[config.mk]
export PLATFORM = sky130hd
export DESIGN_NAME = uart_tx_cfg
export DESIGN_NICKNAME = d
export VERILOG_FILES = /design/src/rtl/uart_tx_cfg.sv
export SDC_FILE = /design/constraint.sdc
export NUM_CORES = 1
export LEC_CHECK = 0
export ABC_AREA = 1
export ABC_CLOCK_PERIOD_IN_PS = 3520
export CAP_MARGIN = 20
export CORE_MARGIN = 10
export CORE_UTILIZATION = 45
export CTS_CLUSTER_DIAMETER = 80
export DETAILED_ROUTE_END_ITERATION = 16
export PLACE_DENSITY = 0.68
export REMOVE_ABC_BUFFERS = 1
export SETUP_SLACK_MARGIN = 0.05
export SKIP_CTS_REPAIR_TIMING = 1
export SYNTH_ARGS = -nofsm -noshare
export SYNTH_HDL_FRONTEND = slang
export SYNTH_SLANG_ARGS = --single-unit
[constraint.sdc]
create_clock -name i_clock -period 3.52 [get_ports i_clock]
set_clock_uncertainty 0.1 [all_clocks]
set_input_delay 0.704 -clock i_clock [delete_from_list [all_inputs] [get_ports i_clock]]
set_output_delay 0.704 -clock i_clock [all_outputs]
set_load 0.01 [all_outputs]
[src/rtl/uart_tx_cfg.sv]
// uart_tx_cfg: parametrised UART transmitter. Sends one frame per accepted request,
// with bit timing paced by the external baud-oversampling tick.
module uart_tx_cfg #(
  parameter int DATA_BITS  = 8,
  parameter int SB_TICKS   = 16,
  parameter int PARITY_EN  = 1,
  parameter int PARITY_ODD = 0,
  parameter int STOP_BITS  = 1
) (
  input  logic                 i_clock,
  input  logic                 i_reset,
  input  logic                 i_tick,
  input  logic                 i_tx_signal,
  input  logic [DATA_BITS-1:0] i_data_byte,
  output logic                 o_busy,
  output logic                 o_done_bit,
  output logic                 o_tx_data
);

  localparam int TW = (SB_TICKS > 1) ? $clog2(SB_TICKS) : 1;
  localparam int BW = $clog2(DATA_BITS + 1);
  localparam logic [TW-1:0] TICK_LAST = TW'(SB_TICKS - 1);
  localparam logic [BW-1:0] DATA_LAST = BW'(DATA_BITS - 1);
  localparam logic [BW-1:0] STOP_LAST = BW'(STOP_BITS - 1);

  typedef enum logic [2:0] {
    S_IDLE   = 3'd0,
    S_START  = 3'd1,
    S_DATA   = 3'd2,
    S_PARITY = 3'd3,
    S_STOP   = 3'd4
  } state_t;

  function automatic logic calc_parity(input logic [DATA_BITS-1:0] word);
    logic odd;
    odd = (PARITY_ODD != 0);
    return (^word) ^ odd;
  endfunction

  state_t               state_q, state_d;
  logic [TW-1:0]        tick_q, tick_d;
  logic [BW-1:0]        idx_q, idx_d;
  logic [DATA_BITS-1:0] shreg_q, shreg_d;
  logic                 par_q, par_d;
  logic                 tx_q, tx_d;
  logic                 busy_q, busy_d;
  logic                 done_q, done_d;
  logic                 bit_end;

  // Next-state, counters and registered line value
  always_comb begin
    state_d = state_q;
    tick_d  = tick_q;
    idx_d   = idx_q;
    shreg_d = shreg_q;
    par_d   = par_q;
    busy_d  = busy_q;
    done_d  = 1'b0;
    bit_end = i_tick && (tick_q == TICK_LAST);

    if (state_q != S_IDLE && i_tick) begin
      tick_d = bit_end ? '0 : tick_q + TW'(1);
    end

    case (state_q)
      S_IDLE: begin
        tick_d = '0;
        idx_d  = '0;
        // busy stays up for the cycle after done, so requests there are dropped
        if (busy_q) begin
          busy_d = 1'b0;
        end else if (i_tx_signal) begin
          shreg_d = i_data_byte;
          par_d   = calc_parity(i_data_byte);
          busy_d  = 1'b1;
          state_d = S_START;
        end
      end
      S_START: begin
        if (bit_end) state_d = S_DATA;
      end
      S_DATA: begin
        if (bit_end) begin
          shreg_d = shreg_q >> 1;
          if (idx_q == DATA_LAST) begin
            idx_d   = '0;
            state_d = (PARITY_EN != 0) ? S_PARITY : S_STOP;
          end else begin
            idx_d = idx_q + BW'(1);
          end
        end
      end
      S_PARITY: begin
        if (bit_end) state_d = S_STOP;
      end
      S_STOP: begin
        if (bit_end) begin
          if (idx_q == STOP_LAST) begin
            idx_d   = '0;
            done_d  = 1'b1;
            state_d = S_IDLE;
          end else begin
            idx_d = idx_q + BW'(1);
          end
        end
      end
      default: begin
        state_d = S_IDLE;
      end
    endcase

    case (state_d)
      S_IDLE:   tx_d = 1'b1;
      S_START:  tx_d = 1'b0;
      S_DATA:   tx_d = shreg_d[0];
      S_PARITY: tx_d = par_q;
      S_STOP:   tx_d = 1'b1;
      default:  tx_d = 1'b1;
    endcase
  end

  // State registers with synchronous reset
  always_ff @(posedge i_clock) begin
    if (i_reset) begin
      state_q <= S_IDLE;
      tick_q  <= '0;
      idx_q   <= '0;
      shreg_q <= '0;
      par_q   <= 1'b0;
      tx_q    <= 1'b1;
      busy_q  <= 1'b0;
      done_q  <= 1'b0;
    end else begin
      state_q <= state_d;
      tick_q  <= tick_d;
      idx_q   <= idx_d;
      shreg_q <= shreg_d;
      par_q   <= par_d;
      tx_q    <= tx_d;
      busy_q  <= busy_d;
      done_q  <= done_d;
    end
  end

  assign o_tx_data  = tx_q;
  assign o_busy     = busy_q;
  assign o_done_bit = done_q;

endmodule

# Yosys cells after proc, flatten, opt, wreduce, memory -nomap -nowiden
# Index checks and enable logic that the tools add are counted.
[totals]
register_bits = 23
wordCells = 63
[op_classes]
add_sub_neg = 2
eq_ne = 13
mux = 23
bitwise_logic = 3
n_reduce_logical = 13
[op_table]
columns = ["cell", "count"]
rows = [
  ["3-bit two-way mux", 8],
  ["8-bit two-way mux", 3],
  ["4-bit two-way mux", 5],
  ["8-bit case mux with 2 select lines", 1],
  ["3-bit case mux with 5 select lines", 1],
  ["3-bit by 2-bit == test with 1-bit output (second input constant)", 4],
  ["4-bit case mux with 3 select lines", 1],
  ["4-bit by 1-bit adder with 4-bit output (second input constant)", 2],
  ["2-bit != test (second input constant)", 4],
  ["8-bit parity", 1],
  ["3-bit by 1-bit == test with 1-bit output (second input constant)", 2],
  ["3-bit AND reduction", 2],
  ["3-bit nonzero test", 2],
  ["4-bit by 3-bit == test with 1-bit output (second input constant)", 1],
  ["4-bit == test (second input constant)", 1],
  ["4-bit zero test", 1],
  ["4-bit AND reduction", 1],
  ["3-bit == test (second input constant)", 1],
  ["3-bit zero test", 1],
  ["1-bit two-way mux", 3],
  ["1-bit NOT", 3],
  ["1-bit case mux with 3 select lines", 1],
  ["3-bit OR reduction", 1],
  ["1-bit logical AND", 2],
  ["other kinds (2)", 2],
]

# Longest topological paths before layout
# Gate-level depths: netlist (run 1).
[logic_depth]
word_depth = 6
ltp_mapped = 11
ltp_nobuf = 11

# Worst setup path after synthesis (run 1)
# OpenSTA, ideal clock, no wires.
[synth_timing]
path_kind = "input to register"
startpoint = "input i_tick"
endpoint = "register idx_q[1]"
setup_ns = 0.116
arrival_time_ns = 1.414
required_time_ns = 3.304
setup_slack_ns = 1.890
stages = 8
path_cell_list = "nand2_1 -> inv_1 -> nand2_1 -> nand2_2 -> nand2_2 -> o21ai_2 -> o21ai_0 -> nor2_1"
[synth_via]
elab_chain_len = 3
elab_cells_between_ends = 4
classes_between = "2 x eq/ne; 2 x reduce/logical"
[synth_rtl]
columns = ["element", "line", "source"]
rows = [
  ["start, declared", "12", "input logic i_tick,"],
  ["1-bit logical AND *", "59", "bit_end = i_tick && (tick_q == TICK_LAST);"],
  ["2-bit != test (no line)", "--", ""],
  ["3-bit AND reduction (no line) *", "--", ""],
  ["end signal, assigned", "136", "idx_q <= idx_d;"],
  ["end, declared", "42", "logic [BW-1:0] idx_q, idx_d;"],
]
# Mark *: on every way between the ends. The rest lies on a longest branch, timed or not.
# A chain may end at the register's enable or synchronous reset.

# Final worst setup path (run 1)
[layout_timing]
startpoint = "register busy_q (netlist: o_busy)"
endpoint = "output o_busy"
[layout_lines]
columns = ["element", "line", "source"]
rows = [
  ["start, declared", "46", "logic busy_q, busy_d;"],
  ["start signal, assigned", "140", "busy_q <= busy_d;"],
  ["end, declared", "15", "output logic o_busy,"],
]
# No word-level cell between the ends.

==> flow_summary.ini, run 1 <==
[clock_network]
cts_sinks = 23
tritoncts = done
clockBufferDepth = 2
numCtsBuffers = 3
clkTransAtPathRegs_ns = 0.12
clk_latency_ns = 0.30
cts.htree.levels = 1
root_buffer = clkbuf_4

[synth]
avgSynthCellArea_um2 = 6.59
synthTopCellsByArea = dfxtp_1 (35%), nand2_1 (15%), nor2_1 (6.6%), inv_1 (6.3%), a21oi_1 (5.8%)
ys_seq_area_share_pct = 35.3
ys_ff_latch = 23
synth_edf_count = 0
synth_cells = 198
synthArstFlopShare_pct = 0
synth_largest_area_cell = dfxtp_1
yosysMostFrequentCell = nand2_1
synthFlopType = dfxtp_1
synth.distinct_cells = 25
synthesis.area_um2 = 1310
synth_top_area_share_pct = 35.3
synth_commonest_cells = nand2_1 (53), dfxtp_1 (23), nor2_1 (23), inv_1 (22), a21oi_1 (15)
synth_warnings = 0

[sta]
setup_viol = 0
fmax_ghz = 0.494
fin_crit_sh_pct = 57.5
maxSlewHeadroom_pct = 63.9
hold_viol = 0
tns_ns = 0
rsz0062_at_grt = no
period_minus_slack_ns = 2.02
slew_viol_final = 0
max_slew.worst_pin.slew_ns = 0.540

[min_path]
min_path_type = register to register
min-delay-start = shreg_q[7]$_SDFFE_PP0P_
worstHoldPathCells = 2

[grt]
grt_overflow = 0
grt_first_pass_wirelength_um = 5020
grt_pass1_vias = 1175
grt_max_degree = 16
antenna_found_initial = 0
grt_usage_pct = 11.1

[power]
p_int_uw = 359
p_clk_share_pct = 23.8
switching_share_pct = 28.7
power_frac_seq_pct = 56.0
p_comb_share_pct = 20.2
fin_total_pwr_uw = 503
leakage_nw = 0.683
peakVddDrop_uv = 252
p_per_area_nw_per_um2 = 334
switching_power_uw = 144

[setup_path]
worst_ep_required_time_ns = 2.72
max_stage_delay_ns = 0.55
setup.worst_path.end_class = output port
path_delay_family = buffers and inverters
crit_type = register to output port
timing.rr.start = tick_q[0]$_SDFFE_PP0P_
r2r_cells = 8
worstSetupStartpoint = o_busy$_SDFFE_PP0P_
cp-start-kind = register
cp_num_cells = 1
crit_slowest_cell = clkdlybuf4s50_1
critPathArrivalTime_ns = 1.22
crit_buf_inv = 1
crit_fanout = 3
crit_chain = clkdlybuf4s50_1

[route]
ant_nets = 0
wire_per_inst_um = 11.1
drc = 0
drt-pass1-iter-count = 4
wl_um = 2730
num_vias = 1224
drt-initial-drc-count = 76
avgViaCountPerCell = 4.98

[floorplanning]
die_y_um = 73.9
coreArea_um2 = 2760
start_util_pct = 47.3
pin_count = 15
die_w_um = 73.9
die_area_um2 = 5450
rows = 19

[placed_design]
port_buffers = 14
dp_hpwl_um = 2210
gp_congestion = 0.888
placed_cells = 242

[cells_and_area]
synthToLayoutAreaGrowth_pct = 15.5
fin_cells = 246
antenna_cells = 0
nNetsFinal = 231
layout-drive-gt1-share_pct = 11.6
utilization_pct = 54.7
fillCellCount = 282

[outcome]
status = finished clean

[run]
maxCapViolations = 0
## cells by family (layout without fill, tap and decap cells)
kind of cell / after synthesis / after routing / synth area share, %
AO/OA/AOI/OAI: 30 / 30 / 12.3
XOR/XNOR: 8 / 8 / 5.37
adder cells (fa/ha/maj): 3 / 3 / 2.88
buffers and inverters: 30 / 47 / 8.63
flip-flops: 23 / 23 / 35.3
AND/OR/NAND/NOR: 104 / 104 / 35.6
## cell usage in the layout, fill, tap and decap left out
| cell type | n |
|---|---|
| a21oi_1 | 15 |
| a31oi_1 | 1 |
| clkbuf_4 | 3 |
| clkdlybuf4s50_1 | 14 |
| clkinv_1 | 1 |
| clkinv_2 | 1 |
| dfxtp_1 | 23 |
| ha_1 | 3 |
| inv_1 | 22 |
| inv_2 | 6 |
| nand2_1 | 53 |
| nand2_2 | 7 |
| nand3_1 | 10 |
| nand3_2 | 1 |
| nand4_1 | 1 |
| nor2_1 | 23 |
| nor2_2 | 2 |
| nor2_4 | 2 |
| nor3_1 | 3 |
| nor3b_2 | 1 |
| nor4_1 | 1 |
| o21ai_0 | 10 |
| o21ai_1 | 1 |
| o21ai_2 | 2 |
| o22ai_1 | 1 |
| xnor2_1 | 4 |
| xor2_1 | 4 |
## layout make-up
| class | instances | area, µm² | share of cell area (%) |
|---|---|---|---|
| clock buffers | 3 | 22.5 | 1.49 |
| repair buffers | 14 | 140 | 9.29 |
| multi-input cells | 145 | 732 | 48.5 |
| flip-flops and latches | 23 | 460 | 30.5 |
| well taps | 31 | 38.8 | 2.57 |
| inverters | 29 | 109 | 7.22 |
| clock inverters | 1 | 5.00 | 0.332 |
## state kept, by name (all words and copies together) (netlist names)
name	count
shreg_q	8
tick_q	4
par_q	1
state_q	3
idx_q	4
o_tx_data	1
o_busy	1
o_done_bit	1
## final timing paths
kind                                   to  slack (ns)
setup / recovery                   o_busy        1.50
setup reg to reg    idx_q[0]$_SDFFE_PP0P_        1.80
hold reg to reg   shreg_q[7]$_SDFFE_PP0P_        0.39
hold / removal    shreg_q[7]$_SDFFE_PP0P_        0.39
## tightest hold or removal path: cells and delay by family (launching register included)
kind	cells	cell delay [ns]
compound gates	1	0.05
flops	1	0.34
simple gates	1	0.06
## stage by stage
| step | area (µm²) | setup WS (ns) | hold WS [ns] |
|---|---|---|---|
| after floorplan | 1300 | 1.89 | 0.341 |
| after global placement | 1480 | 1.23 | 0.361 |
| after detailed placement | 1480 | 1.19 | 0.371 |
| after CTS | 1510 | 1.48 | 0.390 |
| after global routing | 1510 | 1.35 | 0.407 |
| final | 1510 | 1.50 | 0.386 |
## power groups by stage
stage                     Combinational [mW]  Sequential, mW  Clock (mW)
after floorplan                       0.0642           0.287           0
after global placement                0.0992           0.288           0
after detailed placement               0.102           0.288           0
after CTS                              0.102           0.282       0.125
after global routing                   0.115           0.283       0.137
final                                  0.101           0.282       0.120
## metal layers
metal,global-route usage [%],part of all wire [%]
met3,2.29,4.7
met5,0,0
met2,17.0,46
met1,14.7,49
met4,4.55,0.84
No activity file was read; power rests on OpenSTA's default activity.
==> inputs of run 2 (changes only) <==
--- a/config.mk
+++ b/config.mk
@@ -6,7 +6,7 @@
 export NUM_CORES = 1
 export LEC_CHECK = 0
 export ABC_AREA = 1
-export ABC_CLOCK_PERIOD_IN_PS = 3520
+export ABC_CLOCK_PERIOD_IN_PS = 2100
 export CAP_MARGIN = 20
 export CORE_MARGIN = 10
 export CORE_UTILIZATION = 45
==> constraint.sdc (replaced) <==
create_clock -name i_clock -period 2.1 [get_ports i_clock]
set_clock_uncertainty 0.1 [all_clocks]
set_input_delay 0.42 -clock i_clock [delete_from_list [all_inputs] [get_ports i_clock]]
set_output_delay 0.42 -clock i_clock [all_outputs]
set_load 0.01 [all_outputs]
==> flow_summary.ini, run 2 (synthesized netlist as in run 1, its figures left out) <==
[sta]
period_minus_slack_ns = 1.76
slew_viol_final = 0
hold_viol = 0
max_slew.worst_pin.slew_ns = 0.369
fmax_ghz = 0.569
setup_viol = 0
tns_ns = 0
maxSlewHeadroom_pct = 75.4
hold_slack_ns = 0.376
rsz0062_at_grt = no
fin_crit_sh_pct = 83.7

[power]
peakVddDrop_uv = 421
leakage_nw = 0.685
p_per_area_nw_per_um2 = 557
fin_total_pwr_uw = 843

[setup_path]
setup.worst_path.end_class = output port
path_delay_family = buffers and inverters
max_stage_delay_ns = 0.55
crit_slowest_cell = clkdlybuf4s50_1
critPathArrivalTime_ns = 1.24
timing.rr.end = o_tx_data$_SDFF_PP1_
crit_chain = clkdlybuf4s50_1
timing.rr.start = tick_q[0]$_SDFFE_PP0P_
crit_fanout = 3
r2r_cells = 9
crit_buf_inv = 1
r2r_setup_slack_ns = 0.44
worst_ep_required_time_ns = 1.58
crit_type = register to output port
cp-start-kind = register

[cells_and_area]
antenna_cells = 0
nNetsFinal = 232
mostFrequentLayoutCells = nand2_1 (53), nor2_1 (23), dfxtp_1 (23)
final_common_cell = nand2_1
reg_top3 = shreg_q x8, idx_q x4, tick_q x4
top_register = shreg_q
utilization_pct = 54.9
layout-drive-gt1-share_pct = 11.6
synthToLayoutAreaGrowth_pct = 16.0
largest_reg_flops = 8
fin_cells = 247

[clock_network]
clk_latency_ns = 0.31
numCtsBuffers = 3
cts.htree.levels = 1
clockBufferDepth = 2
root_buffer = clkbuf_4
cts_sinks = 23
clkTransAtPathRegs_ns = 0.12
tritoncts = done

[placed_design]
dp_hpwl_um = 2180
gp_congestion = 0.872
port_buffers = 14
placed_cells = 243

[min_path]
min_path_type = register to register
worstHoldPathCells = 2
holdPathEnd = shreg_q[7]$_SDFFE_PP0P_
min-delay-start = shreg_q[7]$_SDFFE_PP0P_

[route]
ant_nets = 0
wire_per_inst_um = 11.0
avgViaCountPerCell = 5.02
drt-initial-drc-count = 84
drt-pass1-iter-count = 4
wl_um = 2710
drc = 0
num_vias = 1241

[grt]
antenna_found_initial = 0
grt_usage_pct = 10.6
grt_max_degree = 15
grt_pass1_vias = 1186
grt_first_pass_wirelength_um = 4800
grt_overflow = 0

[floorplanning]
coreArea_um2 = 2760
die_area_um2 = 5450
die_y_um = 73.9
pin_count = 15
rows = 19
die_w_um = 73.9
start_util_pct = 47.3

[outcome]
status = finished clean

[run]
maxCapViolations = 0
## run 2: changes by cell type in the layout (fill, tap and decap cells not counted)
| cell | delta |
|---|---|
| buf_4 | +1 |
| clkinv_2 | -1 |
| clkbuf_1 | +1 |
## run 2: area by class of cell
| cell class | instances | area, µm² |
|---|---|---|
| fillers | 285 | 1240 |
| multi-input cells | 145 | 732 |
| flip-flops and latches | 23 | 460 |
| repair buffers | 15 | 148 |
| inverters | 29 | 109 |
| well taps | 31 | 38.8 |
| clock buffers | 4 | 26.3 |
## run 2: worst max-delay path by stage
| stage | from | end | depth (start not counted) |
|---|---|---|---|
| 4_1_cts | o_busy$_SDFFE_PP0P_ | o_busy | 1 |
| 2_1_floorplan | tick_q[0]$_SDFFE_PP0P_ | idx_q[1]$_SDFFE_PP0P_ | 9 |
| 3_5_place_dp | i_tick | idx_q[3]$_SDFFE_PP0P_ | 10 |
| 3_3_place_gp | i_tick | o_tx_data$_SDFF_PP1_ | 10 |
| 6_report | o_busy$_SDFFE_PP0P_ | o_busy | 1 |
| 5_1_grt | tick_q[0]$_SDFFE_PP0P_ | idx_q[0]$_SDFFE_PP0P_ | 8 |
## run 2: report_power, final
part	switching (mW)	internal (mW)	total, mW
sequential	0.0144	0.457	0.472
combinational	0.0968	0.0737	0.170
clock	0.126	0.0742	0.201
total	0.238	0.605	0.843
## run 2: stage by stage
| stage | setup slack, ns | instance area (µm²) |
|---|---|---|
| after floorplan | 0.649 | 1300 |
| after global placement | 0.141 | 1490 |
| after detailed placement | 0.115 | 1490 |
| after CTS | 0.330 | 1510 |
| after global routing | 0.263 | 1510 |
| final | 0.343 | 1510 |
## run 2: routing by layer
| layer | global-route usage, % | routed length, µm | share of wire (%) | vias to the layer above |
|---|---|---|---|---|
| li1 | - | - | - | 662 |
| met1 | 12.7 | 1260 | 47 | 544 |
| met2 | 17.6 | 1220 | 45 | 30 |
| met5 | 0 | 0 | 0 | - |
| met3 | 2.42 | 184 | 6.8 | 5 |
| met4 | 4.76 | 45 | 1.7 | 0 |
